File: src/rtl/bht_update_queue.sv
// bht_update_queue: FIFO of resolved branch outcomes drained one per cycle into the BHT update port (optional same-cycle bypass via BHT_UPD_BYPASS_EN)
module bht_update_queue #(
  parameter int unsigned VLEN     = 64,
  parameter int unsigned DEPTH    = 4,
  parameter int unsigned IDX_BITS = 8
) (
  input  logic                         clk_i,
  input  logic                         rst_i,
  input  logic                         flush_bp_i,
  input  logic                         debug_mode_i,
  input  logic                         upd_valid_i,
  input  logic [VLEN-1:0]              upd_pc_i,
  input  logic [IDX_BITS-1:0]          upd_index_i,
  input  logic                         upd_taken_i,
  output logic                         upd_ready_o,
  input  logic                         bht_stall_i,
  output logic                         bht_valid_o,
  output logic [VLEN-1:0]              bht_pc_o,
  output logic [IDX_BITS-1:0]          bht_index_o,
  output logic                         bht_taken_o,
  output logic [$clog2(DEPTH+1)-1:0]   count_o,
  output logic [15:0]                  drop_cnt_o
);
  localparam int unsigned PW = $clog2(DEPTH);
  localparam int unsigned CW = $clog2(DEPTH+1);
  logic [VLEN-1:0]     pc_mem_q    [DEPTH];
  logic [IDX_BITS-1:0] idx_mem_q   [DEPTH];
  logic                taken_mem_q [DEPTH];
  logic [PW-1:0]       wr_ptr_q, wr_ptr_d, rd_ptr_q, rd_ptr_d;
  logic [CW-1:0]       count_q, count_d;
  logic [15:0]         drop_q, drop_d;
  logic                accept, full, pop, push, drop, bypass;
  // Handshake, bypass selection, head mux and next-state pointer/count math
  always_comb begin
    accept      = upd_valid_i && !debug_mode_i && !flush_bp_i;
    full        = count_q == CW'(DEPTH);
    pop         = count_q != '0 && !bht_stall_i && !debug_mode_i && !flush_bp_i;
`ifdef BHT_UPD_BYPASS_EN
    bypass      = accept && count_q == '0 && !bht_stall_i;
`else
    bypass      = 1'b0;
`endif
    push        = accept && !bypass && (!full || pop);
    drop        = accept && full && !pop;
    upd_ready_o = !full || pop;
    bht_valid_o = pop || bypass;
    bht_pc_o    = bypass ? upd_pc_i    : pc_mem_q[rd_ptr_q];
    bht_index_o = bypass ? upd_index_i : idx_mem_q[rd_ptr_q];
    bht_taken_o = bypass ? upd_taken_i : taken_mem_q[rd_ptr_q];
    wr_ptr_d    = flush_bp_i ? '0 : wr_ptr_q + PW'(push);
    rd_ptr_d    = flush_bp_i ? '0 : rd_ptr_q + PW'(pop);
    count_d     = flush_bp_i ? '0 : count_q + CW'(push) - CW'(pop);
    drop_d      = (drop && drop_q != 16'hFFFF) ? drop_q + 16'd1 : drop_q;
  end
  // Control state; reset wins over flush, push and pop
  always_ff @(posedge clk_i) begin
    if (rst_i) begin
      wr_ptr_q <= '0;
      rd_ptr_q <= '0;
      count_q  <= '0;
      drop_q   <= '0;
    end else begin
      wr_ptr_q <= wr_ptr_d;
      rd_ptr_q <= rd_ptr_d;
      count_q  <= count_d;
      drop_q   <= drop_d;
    end
  end
  // Entry storage is never reset; only count decides which entries are live
  always_ff @(posedge clk_i) begin
    if (push) begin
      pc_mem_q[wr_ptr_q]    <= upd_pc_i;
      idx_mem_q[wr_ptr_q]   <= upd_index_i;
      taken_mem_q[wr_ptr_q] <= upd_taken_i;
    end
  end
  assign count_o    = count_q;
  assign drop_cnt_o = drop_q;
endmodule

File: config.mk
export PLATFORM = sky130hd
export DESIGN_NAME = bht_update_queue
export DESIGN_NICKNAME = d
export VERILOG_FILES = /design/src/rtl/bht_update_queue.sv
export SDC_FILE = /design/constraint.sdc
export NUM_CORES = 1
export LEC_CHECK = 0
export ABC_AREA = 1
export CORE_UTILIZATION = 58
export DETAILED_ROUTE_END_ITERATION = 7
export GPL_TIMING_DRIVEN = 0
export MAX_ROUTING_LAYER = met4
export PLACE_DENSITY = 0.84
export SYNTH_ARGS = -nofsm -noshare
export SYNTH_HDL_FRONTEND = slang
export SYNTH_SLANG_ARGS = --single-unit
File: constraint.sdc
create_clock -name clk_i -period 14.4 [get_ports clk_i]
set_input_delay 1.44 -clock clk_i [delete_from_list [all_inputs] [get_ports clk_i]]
set_output_delay 1.44 -clock clk_i [all_outputs]
set_load 0.05 [all_outputs]
# Yosys cells after proc, flatten, opt, wreduce, memory -nomap -nowiden
# Memories as Yosys holds them, arrays and structs flattened. A register that Yosys moved wholly into a read port is not among the register bits.
# Index checks and enable logic that the tools add are counted.
dict set report totals {
  wordCells 36
  regBits 23
  out_inout_bits 94
  mem_bits_rw 292
  mem_count 3
}
# memory depth width rd rd_ports_with_merged_regs wr line
set memory_table {}
lappend memory_table {pc_mem_q 4 64 1 1 1 26} ;# logic [VLEN-1:0] pc_mem_q [DEPTH];
lappend memory_table {idx_mem_q 4 8 1 1 1 27} ;# logic [IDX_BITS-1:0] idx_mem_q [DEPTH];
lappend memory_table {taken_mem_q 4 1 1 1 1 28} ;# logic taken_mem_q [DEPTH];
dict set report classes {
  eq_ne 2
  mux 5
  addsub 5
  n_reduce_logical 17
}
# op count
set ops {}
lappend ops {{adder 16 x 1 -> 16 bit, second input constant} 1}
lappend ops {{!= test 16 bit, second input constant} 1}
lappend ops {{logical AND 1 bit} 9}
lappend ops {{two-way mux 2 bit} 3}
lappend ops {{logical NOT 1 bit} 5}
lappend ops {{adder 2 x 1 -> 2 bit} 2}
lappend ops {{adder 3 x 1 -> 3 bit} 1}
lappend ops {{== test 3 bit, second input constant} 1}
lappend ops {{nonzero test 3 bit} 1}
lappend ops {{subtractor 3 x 1 -> 3 bit} 1}
lappend ops {{two-way mux 1 bit} 2}
lappend ops {{OR reduction 2 bit} 1}
lappend ops {{logical OR 1 bit} 1}

# Depth between registers and ports, before layout
# Gate-level depths: netlist of the first run.
dict set report logic_depth {
  word_depth 8
  depth_mapped 11
}

# Least setup slack after synthesis of the first run
# No wires, ideal clock.
dict set report synth_timing {
  path_kind {input -> register}
  start {input port debug_mode_i}
  end {memory idx_mem_q[0][0] (enable)}
  arrival_time_ns 7.101
  setup_time_ns 0.594
  setup_slack_ns 6.705
  path_stages 5
  path_cell_list {nor2_1 nand2_1 nand2_2 nand2_1 nor3_1}
}
dict set report synth_via {
  elab_chain_cells 7
}
# element line
set synth_rtl {}
lappend synth_rtl {{start: declaration} 10} ;# input logic debug_mode_i,
lappend synth_rtl {{logical NOT 1 bit} 37} ;# pop = count_q != '0 && !bht_stall_i && !debug_mode_i && !flush_bp_i;
lappend synth_rtl {{logical AND 1 bit (2 in a row)} 37}
lappend synth_rtl {{logical OR 1 bit} --}
lappend synth_rtl {{net upd_ready_o} 15} ;# output logic upd_ready_o,
lappend synth_rtl {{logical AND 1 bit} 43} ;# push = accept && !bypass && (!full || pop);
lappend synth_rtl {{two-way mux 1 bit} 71} ;# if (push) begin
lappend synth_rtl {{two-way mux 1 bit (not written as such)} 73} ;# idx_mem_q[wr_ptr_q] <= upd_index_i;
lappend synth_rtl {{end: declaration} 27}
# The timed path passes the listed nets, and every way through them passes these cells.

# Final worst setup path of the first run
dict set report layout_timing {
  start {input port flush_bp_i}
  end {output port bht_valid_o}
}
dict set report layout_via {
  elab_chain_cells 2
}
# element line
set layout_rtl {}
lappend layout_rtl {{start: declaration} 9} ;# input logic flush_bp_i,
lappend layout_rtl {{logical NOT 1 bit} 37}
lappend layout_rtl {{logical AND 1 bit} 37}
lappend layout_rtl {{end: declaration} 17} ;# output logic bht_valid_o,
# Every way passes these cells.

==> flow_summary.toml, run 1 <==
[final_layout]
nets = 1251
design_area_sq_mm = 0.01549
area_delta_synth_final_pct = 27.43
final_cells = 1462
ff_latch_area_sq_mm = 0.009229
fin_util_pct = 76.09
drive_gt1_share_pct = 8.410
multiInputGateArea_sq_mm = 0.002604
final.fill_count = 1230

[logic_synthesis]
yosys.area.top_type_share_pct = 72.11
netlist_area_sq_mm = 0.01216
synth-seq-cells = 315
syn_inst = 932
synth_nets = 1017
synthTopCellsByArea = "edfxtp_1 (72%), o21ai_0 (6.1%), nor2_1 (6.0%), dfxtp_1 (3.8%), o22ai_1 (3.8%)"
avgSynthCellArea_sq_um = 13.05
synth_top_area_cell = "edfxtp_1"
ys_types = 31
ys_seq_area_share_pct = 75.90
yosys_warnings = 0

[worst_setup_path]
cp.required_ns = 12.96
endpoint = "bht_valid_o"
cp_cell_sequence = "clkdlybuf4s50_1 -> nor2_1 -> nand2_1 -> nor2_1 -> clkdlybuf4s50_1"
r2r_end = "pc_mem_q[0][40]"
crit_family = "buffers and inverters"
arrival_ns = 3.27
crit_path_end_kind = "primary output"
crit_type = "input pin to primary output"
slowest_delay_ns = 0.87
worstPathMaxFanout = 3
r2r_start = "count_o[1]"
cp.depth = 5
crit_path_start = "flush_bp_i"
ff2ff_setup_slack_ns = 11.64
critical_path_buf_inv_count = 2
ff2ff_path_depth = 8
cp_slowest_cell = "clkdlybuf4s50_1"
crit_path_start_kind = "input pin"

[placement]
postPlaceCellArea_sq_mm = 0.01458
gp_congestion = 0.9008
io_buffers = 172
dpl.cell_count = 1404
dp_hpwl_mm = 18.79

[global_routing]
grt-ovfl-total = 0
track_usage_pct = 26.75
grt_pass1_wl_mm = 42.91
grt_pass1_vias = 8245
grt_max_degree = 18
antenna_found_initial = 3

[drt]
vias = 8376
drt-vias-per-instance = 5.729
drt-initial-drc-count = 632
wire_per_inst_microns = 19.21
firstDrtPassIters = 5
drc = 0
ant_nets = 0
drt_wl_total_mm = 28.09

[die]
num_rows = 52
pin_count = 173
dieArea_sq_mm = 0.02155
die_h_microns = 146.8
core_area_sq_mm = 0.02036
initial_core_util_pct = 59.71
die_width_microns = 146.8

[sta]
worst_pin_slew_ns = 1.046
setup_viol = 0
hold_viol = 0
rsz0062_at_grt = "false"
period_share_pct = 32.69
skew_ns = 0.05304
max-slew-margin-rel_pct = 29.92
setup_tns_ns = 0
min_period_ns = 4.708
fmax_mhz = 212.4
drv_slew = 0

[clocking]
clockRootBuffer = "clkbuf_16"
clock_sinks = 315
post_cts_resized = 0
cts_tree = "done"
numCtsBuffers = 30
htreeDepth = 1
clk-insertion-delay-late_ns = 0.58
clockBufferDepth = 3
clk_pin_slew_ns = 0.06
cts_setup_buffers = 0
postCtsHoldBufs = 0

[run]
cap_violations = 0

[outcome]
status = "finished clean"

[power_and_ir_drop]
pwr_density_cell_mw_per_mm2 = 117.0
leakagePower_nw = 5.265
vdd_drop_max_uv = 118.3
total_power_mw = 1.812

[min_path]
hp-class = "flip-flop to flip-flop"
[Yosys cell counts, drive strengths merged]
cell	count
inv	31
a21oi	5
a31oi	1
xnor2	3
o22ai	73
or2	4
ha	5
fa	1
nand3	12
nand2	69
o21ai	147
nor2	200
nand4	3
clkbuf	40
xor2	5
dfxtp	23
buf	12
edfxtp	292
nor3	6
[layout by cell type, fill, tap and decap left out, types with 3 or more instances in the layout]
cell type        count
o21ai_0            147
buf_6               26
buf_2                7
nand2_1             66
clkinv_1            12
dfxtp_1             23
ha_1                 5
nor3_2               4
nor2_1             195
o22ai_1             73
clkbuf_1            45
edfxtp_1           292
xnor2_1              3
nand4_1              3
clkinv_2             5
a21oi_1              5
diode_2              3
clkbuf_16           30
buf_4                4
inv_1               29
or2_2                4
xor2_1               5
nor2_2               3
buf_8                4
clkdlybuf4s50_1    172
nand3_1             10
[metal layers]
| layer | up-vias | wire, microns | global-route usage, % | part of all wire [%] |
|---|---|---|---|---|
| met5 | - | 0 | - | 0 |
| met4 | 0 | 697 | 8.750 | 2.5 |
| met3 | 64 | 2635 | 5.839 | 9.4 |
| met2 | 419 | 13800 | 43.22 | 49 |
| met1 | 4036 | 10950 | 33.88 | 39 |
| li1 | 3857 | - | - | - |
[logic make-up (layout without fill, tap and decap cells)]
family / count (synthesis) / after routing / share of synthesized area (%)
compound gates: 226 / 226 / 10.06
simple gates: 294 / 294 / 9.930
flops: 315 / 315 / 75.90
buf+inv: 83 / 340 / 2.850
other cells: 0 / 3 / 0
xor+xnor: 8 / 8 / 0.5763
fa+ha+maj: 6 / 6 / 0.6792
[layout make-up]
type	count	share of cell area, %
inverter	31	0.7510
tap	270	2.180
timing repair buffer	202	13.32
multi-input combinational	534	16.80
clock inverter	20	0.8882
buffer	52	1.486
antenna	3	0.04845
sequential	315	59.56
clock buffer	35	4.966
[worst register-to-register path, stage by stage (launching register included)]
cell     delay [ns]
dfxtp_1        0.47
nor3_4         0.08
nand2_2        0.11
nand2_1        0.21
nor3_2         0.85
buf_8          0.25
buf_6          0.17
buf_6          0.19
buf_6          0.18
[report_power, final]
group | switching (mW) | total, mW | leakage (nW) | internal (mW)
Combinational | 0.0494 | 0.0846 | 2.00 | 0.0352
Clock | 0.320 | 0.719 | 0.440 | 0.399
Sequential | 0.00204 | 1.01 | 2.82 | 1.01
[per-stage QoR]
stage / setup slack [ns] / hold slack [ns]
final: 9.692 / 0.5294
after global routing: 9.612 / 0.5603
after CTS: 9.711 / 0.5285
after detailed placement: 9.743 / 0.5202
after global placement: 2.794 / 0.5218
after floorplan: 6.705 / 0.5424
[how the worst min path moves through the flow]
stage / startpoint / to / cells past startpoint / slack (ns)
after floorplan: wr_ptr_q[1] / wr_ptr_q[1] / 3 / 0.54
after global placement: drop_cnt_o[1] / drop_cnt_o[1] / 2 / 0.52
after detailed placement: drop_cnt_o[1] / drop_cnt_o[1] / 2 / 0.52
after CTS: drop_cnt_o[1] / drop_cnt_o[1] / 2 / 0.53
after global routing: drop_cnt_o[1] / drop_cnt_o[1] / 2 / 0.56
final: drop_cnt_o[1] / drop_cnt_o[1] / 2 / 0.53
[flip-flops by register name, summed over array words and instances (netlist names)]
name	cells
count_o	3
drop_cnt_o	16
idx_mem_q	32
pc_mem_q	256
rd_ptr_q	2
taken_mem_q	4
wr_ptr_q	2
Note: power is estimated with default switching activity, not from simulation.
==> run 2: changes to the inputs <==
--- a/config.mk
+++ b/config.mk
@@ -6,11 +6,11 @@
 export NUM_CORES = 1
 export LEC_CHECK = 0
 export ABC_AREA = 1
-export CORE_UTILIZATION = 58
+export CORE_UTILIZATION = 49
 export DETAILED_ROUTE_END_ITERATION = 7
 export GPL_TIMING_DRIVEN = 0
 export MAX_ROUTING_LAYER = met4
-export PLACE_DENSITY = 0.84
+export PLACE_DENSITY = 0.76
 export SYNTH_ARGS = -nofsm -noshare
 export SYNTH_HDL_FRONTEND = slang
 export SYNTH_SLANG_ARGS = --single-unit
==> constraint.sdc (replaced) <==
create_clock -name clk_i -period 4 [get_ports clk_i]
set_input_delay 0.4 -clock clk_i [delete_from_list [all_inputs] [get_ports clk_i]]
set_output_delay 0.4 -clock clk_i [all_outputs]
set_load 0.05 [all_outputs]
==> flow_summary.toml, run 2 (synthesis gave the netlist of run 1 again) <==
[clocking]
clockRootBuffer = "clkbuf_16"
clk_pin_slew_ns = 0.06
clk-insertion-delay-late_ns = 0.57
cts_tree = "done"
post_cts_resized = 0
numCtsBuffers = 31
clock_sinks = 315
postCtsHoldBufs = 0
htreeDepth = 1
cts_setup_buffers = 0
clockBufferDepth = 3

[global_routing]
met3_usage_pct = 3.256
use_met2_pct = 36.78
grt_pass1_vias = 8036
grt-ovfl-total = 0
antenna_found_initial = 1
use_met1_pct = 29.03
busiest_layer = "met2"
track_usage_pct = 22.30
grt_pass1_wl_mm = 42.60
grt_max_degree = 20

[worst_setup_path]
worstPathMaxFanout = 10
ff2ff_path_depth = 7
r2r_start = "count_o[1]"
crit_path_start_kind = "flip-flop"
ff2ff_setup_slack_ns = 1.43
endpoint = "bht_pc_o[23]"
r2r_end = "pc_mem_q[1][32]"
crit_type = "flip-flop to primary output"
cp.required_ns = 3.60
arrival_ns = 3.21
crit_path_end_kind = "primary output"
crit_path_start = "rd_ptr_q[0]"

[placement]
dp_hpwl_mm = 18.46
gp_congestion = 0.8179
io_buffers = 172
dpl.cell_count = 1447
postPlaceCellArea_sq_mm = 0.01477

[final_layout]
drive_gt1_share_pct = 7.647
final_cells = 1502
registers.top_by_ff_count = "pc_mem_q"
largest_reg_flops = 256
multiInputGateArea_sq_mm = 0.002629
final.fill_count = 1762
area_delta_synth_final_pct = 29.20
ff_latch_area_sq_mm = 0.009229
nets = 1241
final_cell_mix = "edfxtp_1 (292), nor2_1 (195), clkdlybuf4s50_1 (172)"
design_area_sq_mm = 0.01571
final_common_cell = "edfxtp_1"

[die]
pin_count = 173
initial_core_util_pct = 50.00
dieArea_sq_mm = 0.02545
core_area_sq_mm = 0.02432
die_width_microns = 159.5
die_h_microns = 159.5
num_rows = 57

[drt]
ant_nets = 0
drt-initial-drc-count = 688
drt-vias-per-instance = 5.370
drc = 0
drt_wl_total_mm = 27.82
vias = 8065
firstDrtPassIters = 5
wire_per_inst_microns = 18.52

[power_and_ir_drop]
leakagePower_nw = 5.298
vdd_drop_max_uv = 453.4
pwr_density_cell_mw_per_mm2 = 424.2

[sta]
fin_hold_ws_ns = 0.4592
max-slew-margin-rel_pct = 35.09
setup_viol = 0
skew_ns = 0.02440
setup_tns_ns = 0
min_period_ns = 3.606
hold_viol = 0
worst_pin_slew_ns = 0.9705
rsz0062_at_grt = "false"
drv_slew = 0
fmax_mhz = 277.3
period_share_pct = 90.15

[outcome]
status = "finished clean"

[min_path]
hold_depth = 1
hp-class = "input pin to flip-flop"

[run]
cap_violations = 0
[run 2: routing by layer]
metal | up-vias | wire length [microns]
met5 | - | 0
met1 | 3873 | 11590
met4 | 0 | 613
met2 | 305 | 13680
li1 | 3840 | -
met3 | 47 | 1936
[run 2: through the flow]
step	utilization [%]	total power, mW	setup slack [ns]
final	64.60	6.664	0.3939
after global routing	64.60	6.837	0.2397
after CTS	64.59	6.690	0.3779
after detailed placement	60.72	4.011	0.8502
after global placement	58.83	3.996	-2.869
after floorplan	-	3.830	-0.7035
[run 2: power breakdown]
part           internal, mW  switching [mW]
Combinational         0.130           0.179
Sequential             3.63         0.00727
Clock                  1.54            1.18
[run 2: final cells by class]
type	instances	area share, %
flip-flops and latches	315	58.74
multi-input cells	534	16.73
repair buffers	191	13.73
clock buffers	38	5.105
well taps	324	2.580
plain buffers	52	1.465
clock inverters	16	0.8840
inverters	31	0.7407
diodes	1	0.01593
[run 2: critical path, cell delays in order (launching register included)]
cell	delay (ns)
dfxtp_1	0.40
buf_4	0.23
buf_2	0.27
clkbuf_1	0.47
nor2_1	0.12
o22ai_1	0.26
clkdlybuf4s50_1	0.87
[run 2: worst min-delay path by stage]
stage	startpoint	endpoint	slack (ns)
3_5_place_dp	drop_cnt_o[1]	drop_cnt_o[1]	0.54
4_1_cts	upd_pc_i[44]	pc_mem_q[0][44]	0.44
2_1_floorplan	rst_i	drop_cnt_o[3]	0.47
3_3_place_gp	drop_cnt_o[1]	drop_cnt_o[1]	0.52
6_report	upd_pc_i[44]	pc_mem_q[0][44]	0.46
5_1_grt	upd_index_i[0]	idx_mem_q[1][0]	0.45
==> run 3: changes to the inputs <==
--- a/config.mk
+++ b/config.mk
@@ -6,11 +6,11 @@
 export NUM_CORES = 1
 export LEC_CHECK = 0
 export ABC_AREA = 1
-export CORE_UTILIZATION = 49
+export CORE_UTILIZATION = 54
 export DETAILED_ROUTE_END_ITERATION = 7
 export GPL_TIMING_DRIVEN = 0
 export MAX_ROUTING_LAYER = met4
-export PLACE_DENSITY = 0.76
+export PLACE_DENSITY = 0.79
 export SYNTH_ARGS = -nofsm -noshare
 export SYNTH_HDL_FRONTEND = slang
 export SYNTH_SLANG_ARGS = --single-unit
==> constraint.sdc (replaced) <==
create_clock -name clk_i -period 4.1 [get_ports clk_i]
set_input_delay 0.41 -clock clk_i [delete_from_list [all_inputs] [get_ports clk_i]]
set_output_delay 0.41 -clock clk_i [all_outputs]
set_load 0.05 [all_outputs]
==> flow_summary.toml, run 3 (synthesis gave the netlist of run 1 again) <==
[outcome]
status = "finished, violations left"
violations = "design-rule violations"

[worst_setup_path]
r2r_end = "pc_mem_q[2][52]"
cp_cell_sequence = "clkbuf_1 -> clkbuf_1 -> o21ai_0 -> o22ai_1 -> clkdlybuf4s50_1"
crit_family = "buffers and inverters"
crit_path_start = "rd_ptr_q[1]"
cp.required_ns = 3.69
endpoint = "bht_pc_o[23]"
worstPathMaxFanout = 10
slowest_delay_ns = 0.88
crit_type = "flip-flop to primary output"
crit_path_end_kind = "primary output"
ff2ff_setup_slack_ns = 1.55
crit_path_start_kind = "flip-flop"
ff2ff_path_depth = 7
critical_path_buf_inv_count = 3
r2r_start = "count_o[1]"
cp.depth = 5
arrival_ns = 3.09
cpMostUsedCell = "clkbuf_1"
cp_slowest_cell = "clkdlybuf4s50_1"

[power_and_ir_drop]
pwr_density_cell_mw_per_mm2 = 424.8
vdd_drop_max_uv = 388.1
leakagePower_nw = 5.341
total_power_mw = 6.692

[die]
die_width_microns = 152.1
initial_core_util_pct = 55.37
dieArea_sq_mm = 0.02312
core_area_sq_mm = 0.02196
num_rows = 54
die_h_microns = 152.1
pin_count = 173

[sta]
hold_viol = 0
setup_ws_ns = 0.5953
max-slew-margin-rel_pct = 38.08
setup_viol = 0
skew_ns = 0.01542
worst_pin_slew_ns = 0.9258
fmax_mhz = 285.3
rsz0062_at_grt = "false"
fin_hold_ws_ns = 0.5200
min_period_ns = 3.505
drv_slew = 0
period_share_pct = 85.48

[clocking]
numCtsBuffers = 34
clockBufferDepth = 3
clk_pin_slew_ns = 0.06
cts_tree = "done"
clock_sinks = 315
post_cts_resized = 0
clockRootBuffer = "clkbuf_16"
htreeDepth = 2
clk-insertion-delay-late_ns = 0.52
postCtsHoldBufs = 0
cts_setup_buffers = 0

[final_layout]
multiInputGateArea_sq_mm = 0.002629
nets = 1244
diodes = 0
registers.top_by_ff_count = "pc_mem_q"
ff_latch_area_sq_mm = 0.009229
final.fill_count = 1406
drive_gt1_share_pct = 7.881
area_delta_synth_final_pct = 29.55
final_common_cell = "edfxtp_1"
largest_reg_flops = 256
final_cell_mix = "edfxtp_1 (292), nor2_1 (195), clkdlybuf4s50_1 (172)"

[run]
cap_violations = 0

[drt]
drc = 22
vias = 8133
drt-vias-per-instance = 5.571
ant_nets = 0
drt_wl_total_mm = 27.82
drt-initial-drc-count = 680
wire_per_inst_microns = 19.06
firstDrtPassIters = 8

[placement]
dp_worst_setup_slack_ns = 0.9750
dp_hpwl_mm = 18.05
io_buffers = 172
gp_congestion = 0.9256

[global_routing]
grt_pass1_vias = 8054
grt_max_degree = 19
grt-ovfl-total = 0
track_usage_pct = 25.43
antenna_found_initial = 0
grt_pass1_wl_mm = 43.59

[min_path]
min_from = "drop_cnt_o[1]"
hp-class = "flip-flop to flip-flop"
[run 3: worst register-to-register path: stages, from the launching register on]
cell and delay [ns]:
dfxtp_1 0.46, nor3_4 0.08, nand2_2 0.10, nand2_1 0.28, nor3_4 0.75, buf_8 0.24, buf_16 0.17, buf_16 0.18
[run 3: layout make-up]
class / instances / share of cell area (%)
inverters: 31 / 0.7387
multi-input cells: 534 / 16.69
repair buffers: 191 / 13.77
plain buffers: 52 / 1.461
clock inverters: 14 / 0.8499
clock buffers: 43 / 5.679
flip-flops and latches: 315 / 58.59
well taps: 280 / 2.224
[run 3: through the flow]
stage	instances	TNS [ns]	utilization, %	area (sq um)
after global routing	1460	0	71.74	15750
after global placement	1384	-757.02	64.90	14250
after CTS	1460	0	71.74	15750
after detailed placement	1403	0	67.05	14720
after floorplan	932	-176.22	-	12180
final	1460	0	71.74	15750
[run 3: worst min path at each step]
stage	end	cells past startpoint	slack, ns
finish	drop_cnt_o[1]	2	0.52
global route	pc_mem_q[3][51]	1	0.52
CTS	pc_mem_q[3][59]	1	0.51
detailed placement	drop_cnt_o[1]	2	0.52
global placement	drop_cnt_o[1]	2	0.51
floorplan	drop_cnt_o[3]	1	0.48
[run 3: report_power, final]
group / switching, mW / total, mW / leakage, nW / internal, mW
combinational: 0.175 / 0.301 / 2.02 / 0.126
clock: 1.17 / 2.85 / 0.499 / 1.67
sequential: 0.00699 / 3.54 / 2.82 / 3.54
[run 3: routing by layer]
layer / GRT usage [%] / vias to the layer above / share of wire [%]
met1: 32.46 / 3909 / 40
li1: - / 3851 / -
met5: - / - / 0
met2: 41.56 / 325 / 50
met3: 4.820 / 48 / 7.1
met4: 7.872 / 0 / 2.2
